<file path="src/rtl/async_fifo_wr_ctrl.sv">
// Write-side controller of a dual-clock FIFO: binary/gray write pointers, a two-flop
// synchroniser for the read pointer, and full / almost-full / level / overflow flags.
module async_fifo_wr_ctrl #(
    parameter int unsigned DEPTH      = 16,
    parameter int unsigned ADDR_WIDTH = $clog2(DEPTH),
    parameter int unsigned AFULL_TH   = DEPTH - 4
) (
    input  logic                  wclk,
    input  logic                  wrstn,
    input  logic                  winc,
    input  logic [ADDR_WIDTH:0]   rptr_gray,
    input  logic                  ovf_clr,
    output logic                  wenc,
    output logic [ADDR_WIDTH-1:0] waddr,
    output logic [ADDR_WIDTH:0]   wptr_gray,
    output logic                  wfull,
    output logic                  walmost_full,
    output logic [ADDR_WIDTH:0]   wlevel,
    output logic                  woverflow
);

    localparam int unsigned PW = ADDR_WIDTH + 1;

    logic [PW-1:0] wbin_q, wbin_d;
    logic [PW-1:0] wgray_q, wgray_d;
    logic [PW-1:0] rsync1_q, rsync2_q;
    logic [PW-1:0] rbin_s;
    logic          ovf_q, ovf_d;

    // Full when the write pointer is exactly one lap ahead: top two gray bits inverted.
    assign wfull = (wgray_q == {~rsync2_q[ADDR_WIDTH:ADDR_WIDTH-1], rsync2_q[ADDR_WIDTH-2:0]});
    assign wenc  = winc & ~wfull;

    always_comb begin
        wbin_d  = wbin_q + PW'(wenc);
        wgray_d = wbin_d ^ (wbin_d >> 1);
    end

    always_comb begin
        rbin_s = '0;
        for (int i = 0; i < int'(PW); i++) begin
            rbin_s[i] = ^(rsync2_q >> i);
        end
    end

    always_comb begin
        ovf_d = ovf_q;
        if (winc && wfull) begin
            ovf_d = 1'b1;
        end else if (ovf_clr) begin
            ovf_d = 1'b0;
        end
    end

    always_ff @(posedge wclk or negedge wrstn) begin
        if (!wrstn) begin
            wbin_q   <= '0;
            wgray_q  <= '0;
            rsync1_q <= '0;
            rsync2_q <= '0;
            ovf_q    <= 1'b0;
        end else begin
            wbin_q   <= wbin_d;
            wgray_q  <= wgray_d;
            rsync1_q <= rptr_gray;
            rsync2_q <= rsync1_q;
            ovf_q    <= ovf_d;
        end
    end

    assign waddr        = wbin_q[ADDR_WIDTH-1:0];
    assign wptr_gray    = wgray_q;
    assign wlevel       = wbin_q - rbin_s;
    assign walmost_full = (wlevel >= PW'(AFULL_TH));
    assign woverflow    = ovf_q;

endmodule

</file>
<file path="config.mk">
export PLATFORM = sky130hd
export DESIGN_NAME = async_fifo_wr_ctrl
export DESIGN_NICKNAME = d
export VERILOG_FILES = /design/src/rtl/async_fifo_wr_ctrl.sv
export SDC_FILE = /design/constraint.sdc
export NUM_CORES = 1
export LEC_CHECK = 0
export CAP_MARGIN = 20
export CORE_MARGIN = 2
export CORE_UTILIZATION = 41
export CTS_CLUSTER_DIAMETER = 30
export CTS_CLUSTER_SIZE = 28
export DETAILED_ROUTE_END_ITERATION = 7
export PLACE_DENSITY = 0.74
export SKIP_LAST_GASP = 1
export SLEW_MARGIN = 20
export SYNTH_ARGS = -nofsm -noshare
export SYNTH_HDL_FRONTEND = slang
export SYNTH_SLANG_ARGS = --single-unit
</file>
<file path="constraint.sdc">
create_clock -name wclk -period 2.6 [get_ports wclk]
set_clock_uncertainty 0.05 [all_clocks]
set_input_delay 0.26 -clock wclk [delete_from_list [all_inputs] [get_ports wclk]]
set_output_delay 0.26 -clock wclk [all_outputs]
set_load 0.05 [all_outputs]
</file>
==> out/qor.yml <==
run_status:
  status: "finished, violations left"
  violations: "negative setup slack"
clock_tree:
  numCtsBuffers: 3
  cts_buffer_depth: 2
  cts.sinks: 20
  cts.clk_slew.worst_paths_ps: 100
  hold_buffers: 0
  root_buffer: "clkbuf_4"
  htreeDepth: 1
  tritoncts: "done"
  clk_latency_ps: 290
sta:
  worst_pin_slew_ps: 845
  setup-violations-final: 5
  drv_slew: 0
  period_share_pct: 131
  fin_hold_ws_ps: 312
  fin_ws_ps: -794
  fin_crit_ps: 3390
  rsz0062_at_grt: "yes"
  hold_viol: 0
  slew_headroom_pct: 43.5
  fmax_mhz: 295
die:
  num_io_pins: 27
  rows: 17
  dieArea_um2: 2600
  initial_core_util_pct: 42.2
  die_x_um: 51.0
  die_y_um: 51.0
  core_area_um2: 2150
cells_and_area:
  fillers: 168
  area_growth_pct: 63.3
  diodes: 0
  final_common_cell: "clkdlybuf4s50_1"
  fin_nets: 130
  final_cell_mix: "clkdlybuf4s50_1 (18), buf_4 (17), dfrtp_1 (16), xnor2_1 (12)"
  drive_gt1_share_pct: 38.1
critical_path:
  cp_max_fo: 2
  startpoint: "rsync2_q[4]"
  rr_worst_depth: 9
  cp-end-kind: "output port"
  critical_path_required_ps: 2290
  critical_path_arrival_ps: 3080
  cp-endpoint: "walmost_full"
  rr_endpoint: "wptr_gray[1]"
  worstSetupPathType: "reg2out"
  r2r_slack_ps: 390
  r2r_start: "rsync2_q[1]"
  cp-start-kind: "flip-flop"
global_routing:
  grt_pass1_wl_mm: 2.79
  grt_pass1_vias: 673
  track_usage_pct: 15.0
  antenna_found_initial: 0
  grt_max_degree: 21
  overflow: 0
synthesis:
  synth_xor_area_share_pct: 22.8
  synth.net_count: 83
  synth_mux_area_share_pct: 0
  seq_area_frac_synth_pct: 55.2
  synth.avg_cell_area_um2: 13.5
  synth-simple-area-share_pct: 3.45
  synthAdderAreaFrac_pct: 10.5
  synth_cell_type_count: 16
  synth_top_family_by_area: "XOR/XNOR gates"
  syn_area_um2: 907
  synth_warnings: 0
  postSynthCellCount: 67
  synth_compound_area_share_pct: 5.66
  ys_ff_latch: 20
detailed_routing:
  totalWireLength_mm: 1.67
  met3WireLength_um: 74
  first_pass_iters: 2
  wl_met1_um: 620
  vias_per_cell: 4.53
  top_layer: "met4"
  drc: 0
  wl_met2_um: 941
  via_count: 639
  wl_per_cell_um: 11.8
  ant_nets: 0
  drtIter0Drc: 3
worst_hold_path:
  hold_path_class: "reg2reg"
  holdPathStages: 0
job:
  maxCapViolations: 0
placement:
  gp_congestion: 0.710
  dp_hpwl_mm: 1.29
  io_buffers: 26
metal layers:
| layer | vias up | GRT usage (%) |
|---|---|---|
| li1 | 311 | - |
| met1 | 308 | 16.4 |
| met2 | 16 | 26.6 |
| met3 | 4 | 4.09 |
| met4 | 0 | 6.76 |
| met5 | - | 0 |
metrics by stage:
stage               setup TNS (ps)  util, %  instances  worst slack [ps]  area [um^2]
floorplan                    -1050        -         67              -568          965
global placement              -608     64.5        132              -421         1390
detailed placement            -696     64.5        132              -461         1390
CTS                          -1960     66.7        138              -786         1430
global route                 -3120     69.0        141              -967         1480
finish                       -2300     69.0        141              -794         1480
how the worst min path moves through the flow:
stage | from | end | slack (ps)
final | rsync1_q[0] | rsync2_q[0] | 310
after global routing | rsync1_q[1] | rsync2_q[1] | 320
after CTS | rsync1_q[0] | rsync2_q[0] | 320
after detailed placement | rsync1_q[0] | rsync2_q[0] | 290
after global placement | rsync1_q[3] | rsync2_q[3] | 280
after floorplan | wrstn | rsync1_q[0] | -90
state kept, by name, indices dropped and copies added, names as in the netlist:
signal / count
rsync1_q: 5
rsync2_q: 5
wbin_q: 5
wptr_gray: 4
woverflow: 1
cell usage after synthesis, drive strengths merged:
| library cell | instances | area [um^2] |
|---|---|---|
| a211oi | 1 | 7.51 |
| a21o | 2 | 15.0 |
| a21oi | 2 | 10.0 |
| a22o | 1 | 8.76 |
| a311o | 1 | 10.0 |
| dfrtp | 20 | 500 |
| fa | 1 | 20.0 |
| ha | 6 | 75.1 |
| inv | 6 | 22.5 |
| nand3 | 3 | 15.0 |
| nor2b | 1 | 6.26 |
| nor3 | 2 | 10.0 |
| xnor2 | 14 | 130 |
| xor2 | 7 | 76.3 |
layout make-up:
type	count	area [um^2]	share of cell area, %
flip-flops and latches	20	505	34.1
multi-input cells	41	458	30.9
repair buffers	42	434	29.3
well taps	28	35.0	2.36
inverters	6	22.5	1.52
clock buffers	4	26.3	1.77
timing repair:
action | CTS | global route
pin swaps | 3 | 12
gates cloned | 0 | 0
buffers inserted | 2 | 3
gates resized for setup | 1 | 6
endpoints found under the setup margin | 5 | 5
critical path, stage by stage (launching register included):
cell and delay, ps:
dfrtp_1 410, xnor2_2 230, xor2_2 220, xor2_2 190
xnor2_1 150, ha_2 190, inv_2 40, fa_2 360
a21o_1 220, a21oi_4 200, xnor2_4 80, a311o_2 330
buf_8 160
kinds of logic after synthesis:
family | count (synthesis)
simple gates | 6
compound gates | 7
flops | 20
fa+ha+maj | 7
buf+inv | 6
xor+xnor | 21
Power is left out: the tool's default activity adds up to more than one toggle a clock period on the data nets, which glitch-free logic cannot reach.
==> RTL change (same flow settings) <==
Change the parameter `DEPTH` from 16 to 8.
--- a/src/rtl/async_fifo_wr_ctrl.sv
+++ b/src/rtl/async_fifo_wr_ctrl.sv
@@ -2,5 +2,5 @@
 // synchroniser for the read pointer, and full / almost-full / level / overflow flags.
 module async_fifo_wr_ctrl #(
-    parameter int unsigned DEPTH      = 16,
+    parameter int unsigned DEPTH      = 8,
     parameter int unsigned ADDR_WIDTH = $clog2(DEPTH),
     parameter int unsigned AFULL_TH   = DEPTH - 4
Ports: changed (resized rptr_gray, waddr, wlevel and wptr_gray); port bits go from 27 to 23. The function was not compared with the original's and may differ.
==> RTL change against the unedited design <==
The run still ends with negative setup slack left. Final cell count is 20% lower. Sequential cell count is 4 lower. Critical path type unchanged. Register-to-register slack better by 110 ps. Area after synthesis is 17% lower. Design area is 19% lower. Worst hold slack worse by 9.6 ps. Worst setup slack better by 650 ps. Sequential share of layout area is 0.48 points lower. Critical endpoint unchanged. First-iteration DRC count is 67% lower. Routed wire length is 25% lower.
Power is not shown: default switching activity piles up to over one toggle a cycle in this logic, so the estimate is an artifact.
==> RTL change: results (changes against the unedited design) <==
[run_status]
status=finished with violations
violations=negative setup slack

[synthesis]
ys_types=21  ; +5
async_reset_ff_frac=1.00  ; unchanged
syn_nets=72  ; -13%
avgSynthCellArea_sq_um=13.0  ; -3.8%
ys_warn_count=0  ; unchanged
synthFlopType=dfrtp_1
synth_area_leaders=dfrtp_1 53%, ha_1 8.3%, xor2_1 7.0%, xnor2_1 4.6%, xnor2_2 4.3%
seq_area_frac_synth=0.530  ; -0.0219
ys_top_cells_by_count=16 x dfrtp_1, 8 x inv_1, 6 x xor2_1

[layout]
top_regs=rsync1_q (4), rsync2_q (4), wbin_q (4)
antenna_cells=0  ; unchanged
final_nets=104  ; -20%
drive_above_1_share=0.398  ; +0.0172

[worst_hold_path]
hp-start=rsync1_q[0]$_DFF_PN0_
hp-class=reg2reg
holdPathStages=0  ; unchanged

[setup_path]
reg2reg_from=rsync2_q[2]$_DFF_PN0_
cp_top_family=adder cells
crit_start=rsync2_q[3]$_DFF_PN0_
cp-endpoint=walmost_full
cp_slowest_cell=dfrtp_1
regToRegSetupSlack_ps=500  ; +110 ps
reg2reg_depth=8  ; -1
arrival_ps=2430  ; -650 ps
path_max_fanout=3  ; +1
worstReg2RegEnd=wptr_gray[2]$_DFF_PN0_
slowest_delay_ps=410  ; about the same

[clocking]
htree_levels=1  ; unchanged
clkLatencyLatePin_ps=270  ; -20 ps
clock_path_buffers=2  ; unchanged
numCtsBuffers=3  ; unchanged
cts-root-buf=clkbuf_4
path_clk_slew_ps=80  ; -20 ps

[route]
drt-vias-per-instance=4.37  ; -3.5%
drt_first_pass_iters=2  ; unchanged
routed_wl_um=1240  ; -25%
wire_per_inst_um=11.0  ; -6.8%
drt_first_iter_violations=1  ; -2
drc=0  ; unchanged

[timing]
final.setup.tns_ps=-222  ; +2080 ps
tightest_slew_ps=660  ; -185 ps
setup_slack_ps=-142  ; +653 ps
hold-worst-slack_ps=302  ; -9.58 ps
setup_viol_count_final=2  ; -3

[place]
dp_hpwl_um=1080  ; -16%
port_buffers=22  ; -15%
post_dp_cell_area_sq_um=1140  ; -18%
gp_congestion=0.754  ; +6.2%
dp_slack_ps=-19.6  ; +441 ps

[global_routing]
grt_first_pass_wirelength_um=2130  ; -24%
grt_start_max_net_pins=17  ; -19%
antenna_found_initial=0  ; unchanged
grt_pass1_vias=485  ; -28%
grt_usage=0.146  ; -0.00379

==> RTL change: layer usage <==
layer / track usage / part of all wire / vias up
met5: 0 / 0 / -
met4: 0.100 / 0.031 / 0
met3: 0.0231 / 0.033 / 4
met2: 0.230 / 0.54 / 13
met1: 0.184 / 0.40 / 234
li1: - / - / 243
==> RTL change: logic make-up (layout without fill, tap and decap cells) <==
kind of cell	after synthesis	count (layout)	synth area share
flip-flops	16	16	0.530
buffers and inverters	8	38	0.0397
XOR/XNOR	13	13	0.180
AND/OR/NAND/NOR	8	8	0.0811
AO/OA/AOI/OAI	7	7	0.0596
adder cells (fa/ha/maj)	6	6	0.109
==> RTL change: cell type report <==
type,count,area [sq um]
sequential,16,405
multi-input combinational,34,407
inverter,8,30.0
tap,25,31.3
fill,136,522
timing repair buffer,27,309
clock buffer,3,22.5
==> RTL change: repair_timing <==
item	4_1_cts	5_1_grt
hold buffers	0	0
gates resized for setup	2	2
pin swaps	5	1
setup endpoints to repair	4	4
buffers inserted	2	1
endpoints found under the hold margin	0	0
